===== config.mk =====
export PLATFORM = sky130hd
export DESIGN_NAME = spi_target_flat
export DESIGN_NICKNAME = d
export VERILOG_FILES = /design/src/rtl/spi_target_pkg.sv /design/src/rtl/spi_target_if.sv /design/src/rtl/spi_pin_sync.sv /design/src/rtl/spi_target.sv /design/src/flat_wrapper.sv
export SDC_FILE = /design/constraint.sdc
export NUM_CORES = 1
export LEC_CHECK = 0
export CAP_MARGIN = 20
export CORE_ASPECT_RATIO = 2
export CORE_MARGIN = 2
export CORE_UTILIZATION = 40
export CTS_BUF_LIST = sky130_fd_sc_hd__clkbuf_8 sky130_fd_sc_hd__clkbuf_16
export DETAILED_ROUTE_END_ITERATION = 6
export SLEW_MARGIN = 40
export SYNTH_ARGS = -nofsm -noshare
export SYNTH_HDL_FRONTEND = slang
export SYNTH_HIERARCHICAL = 1
export SYNTH_SLANG_ARGS = --single-unit

===== constraint.sdc =====
create_clock -name clk_i -period 4.4 [get_ports clk_i]
set_input_delay 0.88 -clock clk_i [delete_from_list [all_inputs] [get_ports clk_i]]
set_output_delay 0.88 -clock clk_i [all_outputs]
set_load 0.01 [all_outputs]

===== src/rtl/spi_target_pkg.sv =====
`default_nettype none
// ============================================================================
// Module   : spi_target_pkg
// Purpose  : Shared FSM encodings and byte constants for the SPI target.
// Revision : 1.0 - initial release
// ============================================================================
package spi_target_pkg;

    typedef enum logic [2:0] {
        ST_IDLE  = 3'd0,
        ST_CMD   = 3'd1,
        ST_WRITE = 3'd2,
        ST_READ  = 3'd3,
        ST_DRAIN = 3'd4
    } state_t;

    localparam int         CMD_WE_BIT      = 7;
    localparam logic [7:0] LATE_READ_BYTE  = 8'hFF;
    localparam logic [7:0] WRITE_FILL_BYTE = 8'h00;

endpackage
`default_nettype wire


===== src/rtl/spi_target_if.sv =====
`default_nettype none
// ============================================================================
// Module   : spi_target_if
// Purpose  : Single-transfer register bus between the SPI target and the
//            register file.
// Revision : 1.0 - initial release
// ============================================================================
interface spi_target_if;
    logic       cyc_o;
    logic       stb_o;
    logic       we_o;
    logic [6:0] adr_o;
    logic [7:0] dat_o;
    logic [7:0] dat_i;
    logic       ack_i;

    modport master (output cyc_o, stb_o, we_o, adr_o, dat_o, input dat_i, ack_i);
    modport slave  (input cyc_o, stb_o, we_o, adr_o, dat_o, output dat_i, ack_i);
endinterface
`default_nettype wire


===== src/rtl/spi_pin_sync.sv =====
`default_nettype none
// ============================================================================
// Module   : spi_pin_sync
// Purpose  : Synchronises SCK/SSEL/MOSI into clk_i and produces registered
//            rise/fall strobes for SCK and SSEL.
// Revision : 1.0 - initial release
// ============================================================================
module spi_pin_sync #(
    parameter int SYNC = 2
) (
    input  wire  clk_i,
    input  wire  rst_i,
    input  wire  i_sck,
    input  wire  i_ssel,
    input  wire  i_mosi,
    output logic o_sck_rise,
    output logic o_sck_fall,
    output logic o_ssel_rise,
    output logic o_ssel_fall,
    output logic o_ssel,
    output logic o_mosi
);

    logic [SYNC-1:0] r_sck_sync;
    logic [SYNC-1:0] r_ssel_sync;
    logic [SYNC-1:0] r_mosi_sync;
    logic            r_sck_prev;
    logic            r_ssel_prev;
    logic            r_sck_rise;
    logic            r_sck_fall;
    logic            r_ssel_rise;
    logic            r_ssel_fall;
    logic            w_sck;

    assign w_sck  = r_sck_sync[SYNC-1];
    assign o_ssel = r_ssel_sync[SYNC-1];
    assign o_mosi = r_mosi_sync[SYNC-1];

    // SSEL resets to its deasserted (high) level so reset never fakes a select
    always_ff @(posedge clk_i) begin
        if (rst_i) begin
            r_sck_sync  <= '0;
            r_ssel_sync <= '1;
            r_mosi_sync <= '0;
            r_sck_prev  <= 1'b0;
            r_ssel_prev <= 1'b1;
            r_sck_rise  <= 1'b0;
            r_sck_fall  <= 1'b0;
            r_ssel_rise <= 1'b0;
            r_ssel_fall <= 1'b0;
        end else begin
            r_sck_sync  <= (r_sck_sync  << 1) | SYNC'(i_sck);
            r_ssel_sync <= (r_ssel_sync << 1) | SYNC'(i_ssel);
            r_mosi_sync <= (r_mosi_sync << 1) | SYNC'(i_mosi);
            r_sck_prev  <= w_sck;
            r_ssel_prev <= o_ssel;
            r_sck_rise  <=  w_sck  & ~r_sck_prev;
            r_sck_fall  <= ~w_sck  &  r_sck_prev;
            r_ssel_rise <=  o_ssel & ~r_ssel_prev;
            r_ssel_fall <= ~o_ssel &  r_ssel_prev;
        end
    end

    assign o_sck_rise  = r_sck_rise;
    assign o_sck_fall  = r_sck_fall;
    assign o_ssel_rise = r_ssel_rise;
    assign o_ssel_fall = r_ssel_fall;

endmodule
`default_nettype wire


===== src/rtl/spi_target.sv =====
`default_nettype none
// ============================================================================
// Module   : spi_target
// Purpose  : Oversampled SPI mode-0 slave that turns {we, adr} command bytes
//            plus data bytes into auto-incrementing register bus transfers.
// Revision : 1.0 - initial release
// ============================================================================
module spi_target
    import spi_target_pkg::*;
#(
    parameter logic [7:0] HEADER_BYTE = 8'hA7,
    parameter int         SYNC        = 2
) (
    input  wire               clk_i,
    input  wire               rst_i,
    input  wire               SCK,
    input  wire               SSEL,
    input  wire               MOSI,
    output logic              MISO,
    spi_target_if.master      bus,
    output logic              busy_o,
    output logic              err_o
);

    state_t     r_state;
    state_t     w_state_next;

    logic       w_sck_rise;
    logic       w_sck_fall;
    logic       w_ssel_rise;
    logic       w_ssel_fall;
    logic       w_ssel;
    logic       w_mosi;

    logic [2:0] r_bit_cnt;
    logic [6:0] r_rx_shift;
    logic [7:0] r_tx_shift;
    logic [7:0] r_rd_data;
    logic       r_rd_valid;
    logic       r_rd_discard;
    logic       r_boundary;
    logic       r_err;
    logic [6:0] r_adr;
    logic       r_cyc;
    logic       r_we;
    logic [6:0] r_bus_adr;
    logic [7:0] r_bus_dat;

    logic       w_active;
    logic       w_byte_done;
    logic [7:0] w_rx_byte;
    logic       w_rd_ack;
    logic [7:0] w_tx_next;
    logic       w_late;

    spi_pin_sync #(
        .SYNC (SYNC)
    ) u_pin_sync (
        .clk_i       (clk_i),
        .rst_i       (rst_i),
        .i_sck       (SCK),
        .i_ssel      (SSEL),
        .i_mosi      (MOSI),
        .o_sck_rise  (w_sck_rise),
        .o_sck_fall  (w_sck_fall),
        .o_ssel_rise (w_ssel_rise),
        .o_ssel_fall (w_ssel_fall),
        .o_ssel      (w_ssel),
        .o_mosi      (w_mosi)
    );

    assign w_active    = (r_state == ST_CMD) || (r_state == ST_WRITE) || (r_state == ST_READ);
    assign w_rx_byte   = {r_rx_shift, w_mosi};
    assign w_byte_done = w_active && w_sck_rise && !w_ssel_rise && (r_bit_cnt == 3'd7);
    assign w_rd_ack    = r_cyc && bus.ack_i && !r_we && !r_rd_discard;

    always_ff @(posedge clk_i) begin
        if (rst_i) r_state <= ST_IDLE;
        else       r_state <= w_state_next;
    end

    always_comb begin
        w_state_next = r_state;
        w_tx_next    = WRITE_FILL_BYTE;
        w_late       = 1'b0;
        case (r_state)
            ST_IDLE:  if (w_ssel_fall) w_state_next = ST_CMD;
            ST_CMD: begin
                if (w_ssel_rise)      w_state_next = ST_DRAIN;
                else if (w_byte_done) w_state_next = w_rx_byte[CMD_WE_BIT] ? ST_WRITE : ST_READ;
            end
            ST_WRITE: if (w_ssel_rise) w_state_next = ST_DRAIN;
            ST_READ:  if (w_ssel_rise) w_state_next = ST_DRAIN;
            ST_DRAIN: if (!r_cyc) w_state_next = ST_IDLE;
            default:  w_state_next = ST_IDLE;
        endcase
        // A read acked in the same cycle as the boundary fall is still on time
        if (r_state == ST_READ) begin
            if (r_rd_valid)    w_tx_next = r_rd_data;
            else if (w_rd_ack) w_tx_next = bus.dat_i;
            else begin
                w_tx_next = LATE_READ_BYTE;
                w_late    = 1'b1;
            end
        end
    end

    always_ff @(posedge clk_i) begin
        if (rst_i) begin
            r_bit_cnt    <= '0;
            r_rx_shift   <= '0;
            r_tx_shift   <= '0;
            r_rd_data    <= '0;
            r_rd_valid   <= 1'b0;
            r_rd_discard <= 1'b0;
            r_boundary   <= 1'b0;
            r_err        <= 1'b0;
            r_adr        <= '0;
            r_cyc        <= 1'b0;
            r_we         <= 1'b0;
            r_bus_adr    <= '0;
            r_bus_dat    <= '0;
        end else begin
            if (r_cyc && bus.ack_i) begin
                r_cyc <= 1'b0;
                if (!r_we) begin
                    if (r_rd_discard) r_rd_discard <= 1'b0;
                    else begin
                        r_rd_data  <= bus.dat_i;
                        r_rd_valid <= 1'b1;
                    end
                end
            end

            if (r_state == ST_IDLE && w_ssel_fall) begin
                r_tx_shift   <= HEADER_BYTE;
                r_err        <= 1'b0;
                r_bit_cnt    <= '0;
                r_boundary   <= 1'b0;
                r_rd_valid   <= 1'b0;
                r_rd_discard <= 1'b0;
            end

            if (r_state == ST_DRAIN) begin
                r_tx_shift <= '0;
                r_boundary <= 1'b0;
            end

            if (w_active && !w_ssel_rise) begin
                if (w_sck_rise) begin
                    r_rx_shift <= w_rx_byte[6:0];
                    r_bit_cnt  <= r_bit_cnt + 3'd1;
                end
                if (w_sck_fall) begin
                    r_boundary <= 1'b0;
                    if (r_boundary) begin
                        r_tx_shift <= w_tx_next;
                        if (r_state == ST_READ) r_rd_valid <= 1'b0;
                        if (w_late) begin
                            r_err <= 1'b1;
                            if (r_cyc && !r_we) r_rd_discard <= 1'b1;
                        end
                    end else begin
                        r_tx_shift <= {r_tx_shift[6:0], 1'b0};
                    end
                end
            end

            // A new transfer is only issued onto an idle bus; otherwise it is an overrun
            if (w_byte_done) begin
                r_boundary <= 1'b1;
                case (r_state)
                    ST_CMD: begin
                        r_adr <= w_rx_byte[6:0];
                        if (!w_rx_byte[CMD_WE_BIT] && !r_cyc) begin
                            r_cyc      <= 1'b1;
                            r_we       <= 1'b0;
                            r_bus_adr  <= w_rx_byte[6:0];
                            r_rd_valid <= 1'b0;
                        end
                    end
                    ST_WRITE: begin
                        if (!r_cyc) begin
                            r_cyc     <= 1'b1;
                            r_we      <= 1'b1;
                            r_bus_adr <= r_adr;
                            r_bus_dat <= w_rx_byte;
                            r_adr     <= r_adr + 7'd1;
                        end else begin
                            r_err <= 1'b1;
                        end
                    end
                    ST_READ: begin
                        if (!r_cyc) begin
                            r_cyc      <= 1'b1;
                            r_we       <= 1'b0;
                            r_bus_adr  <= r_adr + 7'd1;
                            r_adr      <= r_adr + 7'd1;
                            r_rd_valid <= 1'b0;
                        end else begin
                            r_err <= 1'b1;
                        end
                    end
                    default: ;
                endcase
            end
        end
    end

    assign MISO       = r_tx_shift[7];
    assign bus.cyc_o  = r_cyc;
    assign bus.stb_o  = r_cyc;
    assign bus.we_o   = r_we;
    assign bus.adr_o  = r_bus_adr;
    assign bus.dat_o  = r_bus_dat;
    assign busy_o     = ~w_ssel;
    assign err_o      = r_err;

endmodule
`default_nettype wire


===== src/flat_wrapper.sv =====
// flat-port wrapper written by rule: the top's interface ports become plain ports
module spi_target_flat import spi_target_pkg::*;
#(
    parameter logic [7:0] HEADER_BYTE = 8'hA7,
    parameter int         SYNC        = 2
)
  (clk_i, rst_i, SCK, SSEL, MOSI, MISO, busy_o, err_o, bus_cyc_o, bus_stb_o, bus_we_o, bus_adr_o, bus_dat_o, bus_dat_i, bus_ack_i);
  spi_target_if bus_i ();
  input  wire clk_i;
  input  wire rst_i;
  input  wire SCK;
  input  wire SSEL;
  input  wire MOSI;
  output logic MISO;
  output logic busy_o;
  output logic err_o;
  output wire logic [$bits(bus_i.cyc_o)-1:0] bus_cyc_o;
  output wire logic [$bits(bus_i.stb_o)-1:0] bus_stb_o;
  output wire logic [$bits(bus_i.we_o)-1:0] bus_we_o;
  output wire logic [$bits(bus_i.adr_o)-1:0] bus_adr_o;
  output wire logic [$bits(bus_i.dat_o)-1:0] bus_dat_o;
  input wire logic [$bits(bus_i.dat_i)-1:0] bus_dat_i;
  input wire logic [$bits(bus_i.ack_i)-1:0] bus_ack_i;
  assign bus_cyc_o = bus_i.cyc_o;
  assign bus_stb_o = bus_i.stb_o;
  assign bus_we_o = bus_i.we_o;
  assign bus_adr_o = bus_i.adr_o;
  assign bus_dat_o = bus_i.dat_o;
  assign bus_i.dat_i = bus_dat_i;
  assign bus_i.ack_i = bus_ack_i;
  spi_target #(.HEADER_BYTE(HEADER_BYTE), .SYNC(SYNC)) u_core (.clk_i(clk_i), .rst_i(rst_i), .SCK(SCK), .SSEL(SSEL), .MOSI(MOSI), .MISO(MISO), .bus(bus_i), .busy_o(busy_o), .err_o(err_o));
endmodule

==> results of run 1 <==
placed cells by master, fill, tap and decap left out, drive strengths merged, types with 4 or more instances in the layout:
master	Yosys	layout
dfxtp	69	69
nand2	38	38
nor2	36	36
clkdlybuf4s50	0	33
a21oi	31	31
nand3	19	19
o21ai	18	18
nor2b	18	18
inv	13	14
nor3	12	12
mux2i	10	10
clkbuf	11	10
nor3b	9	9
and2	8	8
o32a	7	7
a31oi	6	6
nand4	6	6
o211ai	5	5
and3	4	4
o22ai	4	4
or2	4	4
where the power goes:
part | total [mW] | internal (mW) | switching, mW
Combinational | 0.0549 | 0.0249 | 0.0300
Sequential | 0.642 | 0.632 | 0.00991
Clock | 0.664 | 0.394 | 0.270
state kept, by name (all words and copies together), names as in the netlist, 2 cells and up:
signal	flops
u_core/bus.adr_o	7
u_core/bus.dat_o	8
u_core/r_adr	7
u_core/r_bit_cnt	3
u_core/r_rd_data	8
u_core/r_rx_shift	7
u_core/r_state	3
u_core/r_tx_shift	8
u_core/u_pin_sync/r_mosi_sync	2
u_core/u_pin_sync/r_sck_sync	2
u_core/u_pin_sync/r_ssel_sync	2
cell families after synthesis:
| group | Yosys count | synth area share |
|---|---|---|
| AO/OA/AOI/OAI | 91 | 0.178 |
| adder cells (fa/ha/maj) | 3 | 0.0114 |
| XOR/XNOR | 4 | 0.0106 |
| flip-flops | 69 | 0.419 |
| buffers and inverters | 42 | 0.0619 |
| multiplexers | 11 | 0.0338 |
| AND/OR/NAND/NOR | 171 | 0.285 |
final cells by class:
class / instances / share of cell area
Clock buffer: 10 / 0.0613
Clock inverter: 6 / 0.0103
Inverter: 13 / 0.0125
Multi-Input combinational cell: 280 / 0.441
Sequential cell: 69 / 0.355
Tap cell: 96 / 0.0308
Timing Repair Buffer: 36 / 0.0899
per-stage QoR:
stage                     instance area [um^2]  setup slack, ps   util
after floorplan                           3300             2570      -
after global placement                    3620             1800  0.455
after detailed placement                  3620             1770  0.455
after CTS                                 3900             1950  0.491
after global routing                      3900             1650  0.491
final                                     3900             1920  0.491
metal layers:
| metal | vias up | routed length (um) |
|---|---|---|
| met5 | - | 0 |
| li1 | 1423 | - |
| met3 | 20 | 329 |
| met2 | 68 | 4650 |
| met4 | 0 | 318 |
| met1 | 1412 | 3140 |
worst paths after layout:
path	cells after the start	slack, ps	startpoint	endpoint
worst max-delay path	4	1920	u_core/r_state[0]	u_core/bus.adr_o[6]
worst min-delay path	1	400	u_core/u_pin_sync/r_ssel_sync[0]	u_core/u_pin_sync/r_ssel_sync[1]
worst max register to register	4	1920	u_core/r_state[0]	u_core/bus.adr_o[6]
worst min register to register	1	400	u_core/u_pin_sync/r_ssel_sync[0]	u_core/u_pin_sync/r_ssel_sync[1]
==> metrics.cfg, run 1 <==
[layout]
diodes = 0
finalNonFillerCells = 510
area_growth_pct = 18.2
final_nets = 426
multiInputGateArea_um2 = 1720
nFillCells = 775
seq_area_um2 = 1380
layout-drive-gt1-share = 0.0725

[floorplanning]
coreArea_um2 = 7940
io_pins = 35
dieArea_um2 = 9030
die_h_um = 132
initial_core_util = 0.415
placementRows = 46
die_x_um = 68.2

[cts]
post_cts_buffers = 0
numCtsBuffers = 9
htree_levels = 3
insertion_delay_ps = 340
clock_path_buffers = 2
cts_root_buffer = clkbuf_16
postCtsHoldBufs = 0
cts_resized = 0
numClockSinks = 69
clk_pin_slew_ps = 60
cts_tree = yes

[grt]
grt_max_degree = 38
grt_pass1_wl_um = 13700
antenna_found_initial = 0
grt_pass1_vias = 2703
use_met2 = 0.352
grt_overflow = 0
met1_usage = 0.215
gr-max-usage-layer = met2
grt_usage = 0.202
grt_util_met3 = 0.0436

[synthesis]
synth_seq_cells = 69
synthCells = 391
postSynthAreaPerCell_um2 = 8.43
syn_nets = 408
yosysMostFrequentCell = dfxtp_1
synth_edf_count = 0
synthArstFlopShare = 0
synthFlopType = dfxtp_1
syn-cell-area_um2 = 3300
ys_top_cells_by_area = dfxtp_1 42%, a21oi_1 4.7%, nand2_1 4.3%
synth_common_cells = 69 x dfxtp_1, 38 x nand2_1, 35 x nor2_1
yosys_warnings = 6
synth-seq-area-share = 0.419
synthDistinctLibCells = 58
yosys.area.top_type = dfxtp_1
yosysTopAreaCellShare = 0.419

[routing]
drtIter0Drc = 143
ant_nets = 0
drt_wl_total_um = 8440
wl_per_cell_um = 16.5
via_count = 2923
post_drt_via_cell_ratio = 5.73
first_pass_iters = 4
drc = 0

[sta]
setup_violations = 0
fin_crit_ps = 2480
fin_hold_ws_ps = 402
max_freq_ghz = 0.403
rsz0062_at_grt = false
finalCritPeriodShare = 0.564
finalClockSkew_ps = 5.89
tightest_slew_ps = 809
slew_violations = 0
hold_violations = 0
slew_headroom = 0.460
tns_ps = 0

[run_status]
status = finished clean

[placement]
gp_congestion = 0.891
io_buffer_count = 34
hpwl_um = 5990
place_inst = 494

[critical_path]
cp.arrival_ps = 2700
crit_family = simple AND/OR/NAND/NOR gates
end_kind = register
critPathKind = register to register
path_buf_inv = 0
worstPathMaxFanout = 17
startpoint_type = register
crit_chain = or2_2, and3_1, nand2_1, o311ai_0
slowest_delay_ps = 740
cpMaxStageDelayCell = dfxtp_1
cp.required_ps = 4620

[power_and_ir_drop]
powerDensity_nw_per_um2 = 349
max-vdd-ir-drop_mv = 0.176
leakage_nw = 1.42
p_total_mw = 1.36

[worst_hold_path]
hp-class = register to register

[flow_run]
max_cap_viol_count = 0

Power figures use the tool's default switching activity.
==> run 2, diff against run 1 <==
==> constraint.sdc (replaced) <==
create_clock -name clk_i -period 2.21 [get_ports clk_i]
set_input_delay 0.442 -clock clk_i [delete_from_list [all_inputs] [get_ports clk_i]]
set_output_delay 0.442 -clock clk_i [all_outputs]
set_load 0.01 [all_outputs]
==> run 2 against run 1 <==
  * Clock power is 120% higher
  * Power is 110% higher
  * Critical path depth is 3 lower
  * Routed wire length is 0.87% higher
  * Global-route usage is 0.098 points higher
  * Worst setup slack worse by 1700 ps
  * Hold slack better by 3.8 ps
  * Critical endpoint is now bus_cyc_o
  * Largest power group unchanged
  * Highest routed layer unchanged
==> metrics.cfg, run 2 (same netlist as run 1, synthesis figures left out) <==
[floorplanning]
io_pins = 35
dieArea_um2 = 9030
initial_core_util = 0.415
die_x_um = 68.2
placementRows = 46
coreArea_um2 = 7940
die_h_um = 132

[routing]
drtIter0Drc = 98
first_pass_iters = 4
drt_wl_total_um = 8510
wl_per_cell_um = 16.2
via_count = 2960
drc = 0
ant_nets = 0
post_drt_via_cell_ratio = 5.63

[grt]
grt_usage = 0.203
grt_max_degree = 25
grt_pass1_wl_um = 13600
grt_pass1_vias = 2834
grt_overflow = 0
antenna_found_initial = 0

[layout]
nFillCells = 790
final_nets = 442
seq_area_um2 = 1380
area_growth_pct = 22.9
multiInputGateArea_um2 = 1720
final_cell_mix = 69 x dfxtp_1, 38 x nand2_1, 35 x nor2_1
layout-drive-gt1-share = 0.109
final_common_cell = dfxtp_1
diodes = 0

[critical_path]
cp.required_ps = 1770
worstPathMaxFanout = 11
cp.arrival_ps = 1530
end_kind = output pin
startpoint_type = register
crit_family = buffers and inverters
crit_chain = clkdlybuf4s50_1
reg2reg_from = u_core/r_state[2]
slowest_delay_ps = 630
cpMaxStageDelayCell = clkdlybuf4s50_1
critPathKind = register to output pin
r2r_slack_ps = 320
rr_worst_depth = 4
r2r-end = u_core/bus.adr_o[6]
path_buf_inv = 1

[cts]
clock_path_buffers = 2
numClockSinks = 69
htree_levels = 3
cts_resized = 0
post_cts_buffers = 0
insertion_delay_ps = 330
numCtsBuffers = 9
clk_pin_slew_ps = 50
postCtsHoldBufs = 0
cts_tree = yes
cts_root_buffer = clkbuf_16

[worst_hold_path]
holdPathStages = 1
min_to = u_core/u_pin_sync/r_ssel_sync[1]
worstHoldStart = u_core/u_pin_sync/r_ssel_sync[0]
hp-class = register to register

[power_and_ir_drop]
max-vdd-ir-drop_mv = 0.458
p_clk_frac = 0.513
swShare = 0.215
powerDensity_nw_per_um2 = 706
seqPwrFrac = 0.445
leakage_nw = 1.52
p_sw_uw = 614
power.internal_mw = 2.25
p_comb_frac = 0.043

[sta]
slew_headroom = 0.567
fin_hold_ws_ps = 406
fin_crit_ps = 1970
slew_violations = 0
tightest_slew_ps = 649
max_freq_ghz = 0.508
setup_violations = 0
rsz0062_at_grt = false
finalClockSkew_ps = 6.21
hold_violations = 0
finalCritPeriodShare = 0.891
tns_ps = 0

[placement]
gp_congestion = 0.850
io_buffer_count = 34
hpwl_um = 6260

[flow_run]
max_cap_viol_count = 0

[run_status]
status = finished clean

## run 2: worst max path at each step
stage	start	to	slack (ps)	cells after the start
final	u_core/bus.cyc_o	bus_cyc_o	240	1
after CTS	u_core/bus.cyc_o	bus_cyc_o	220	1
after global routing	u_core/r_state[2]	u_core/bus.adr_o[6]	170	4
after global placement	bus_ack_i	u_core/r_rd_valid	270	5
after detailed placement	bus_ack_i	u_core/r_rd_valid	250	5
after floorplan	u_core/r_bit_cnt[0]	u_core/bus.adr_o[0]	590	6
## run 2: power groups by stage
stage          registers (mW)  logic, mW  clock network [mW]
2_1_floorplan            1.29     0.0787                   0
3_3_place_gp             1.30      0.121                   0
3_5_place_dp             1.30      0.122                   0
4_1_cts                  1.27      0.123                1.50
5_1_grt                  1.27      0.133                1.53
6_report                 1.27      0.122                1.47
## run 2: final cells by class
type                            instances  area share
Tap cell                               96      0.0297
Multi-Input combinational cell        280       0.424
Clock inverter                          5      0.0145
Inverter                               13      0.0121
Timing Repair Buffer                   52       0.116
Clock buffer                           11      0.0624
Sequential cell                        69       0.341
## run 2: per-stage QoR
stage          power [mW]  utilization  std cells  worst slack (ps)  cell area, um^2
2_1_floorplan        1.37            -        391               590             3300
3_3_place_gp         1.42        0.471        510               273             3740
3_5_place_dp         1.42        0.471        510               250             3740
4_1_cts              2.89        0.510        526               217             4050
5_1_grt              2.94        0.510        526               166             4050
6_report             2.86        0.510        526               241             4050
## run 2: layer usage
metal	routed length [um]	share of wire	track usage
met1	3200	0.38	0.202
met2	4610	0.54	0.364
met3	333	0.039	0.0453
met4	366	0.043	0.114
met5	0	0	0
==> run 3, diff against run 2 <==
--- a/config.mk
+++ b/config.mk
@@ -10,8 +10,9 @@
 export CORE_MARGIN = 2
 export CORE_UTILIZATION = 40
 export CTS_BUF_LIST = sky130_fd_sc_hd__clkbuf_8 sky130_fd_sc_hd__clkbuf_16
+export CTS_CLUSTER_DIAMETER = 40
 export DETAILED_ROUTE_END_ITERATION = 6
-export SLEW_MARGIN = 40
+export SLEW_MARGIN = 20
 export SYNTH_ARGS = -nofsm -noshare
 export SYNTH_HDL_FRONTEND = slang
 export SYNTH_HIERARCHICAL = 1
==> results of run 3 <==
Same layout as run 2: the final DEF is identical, and so are final timing and power.
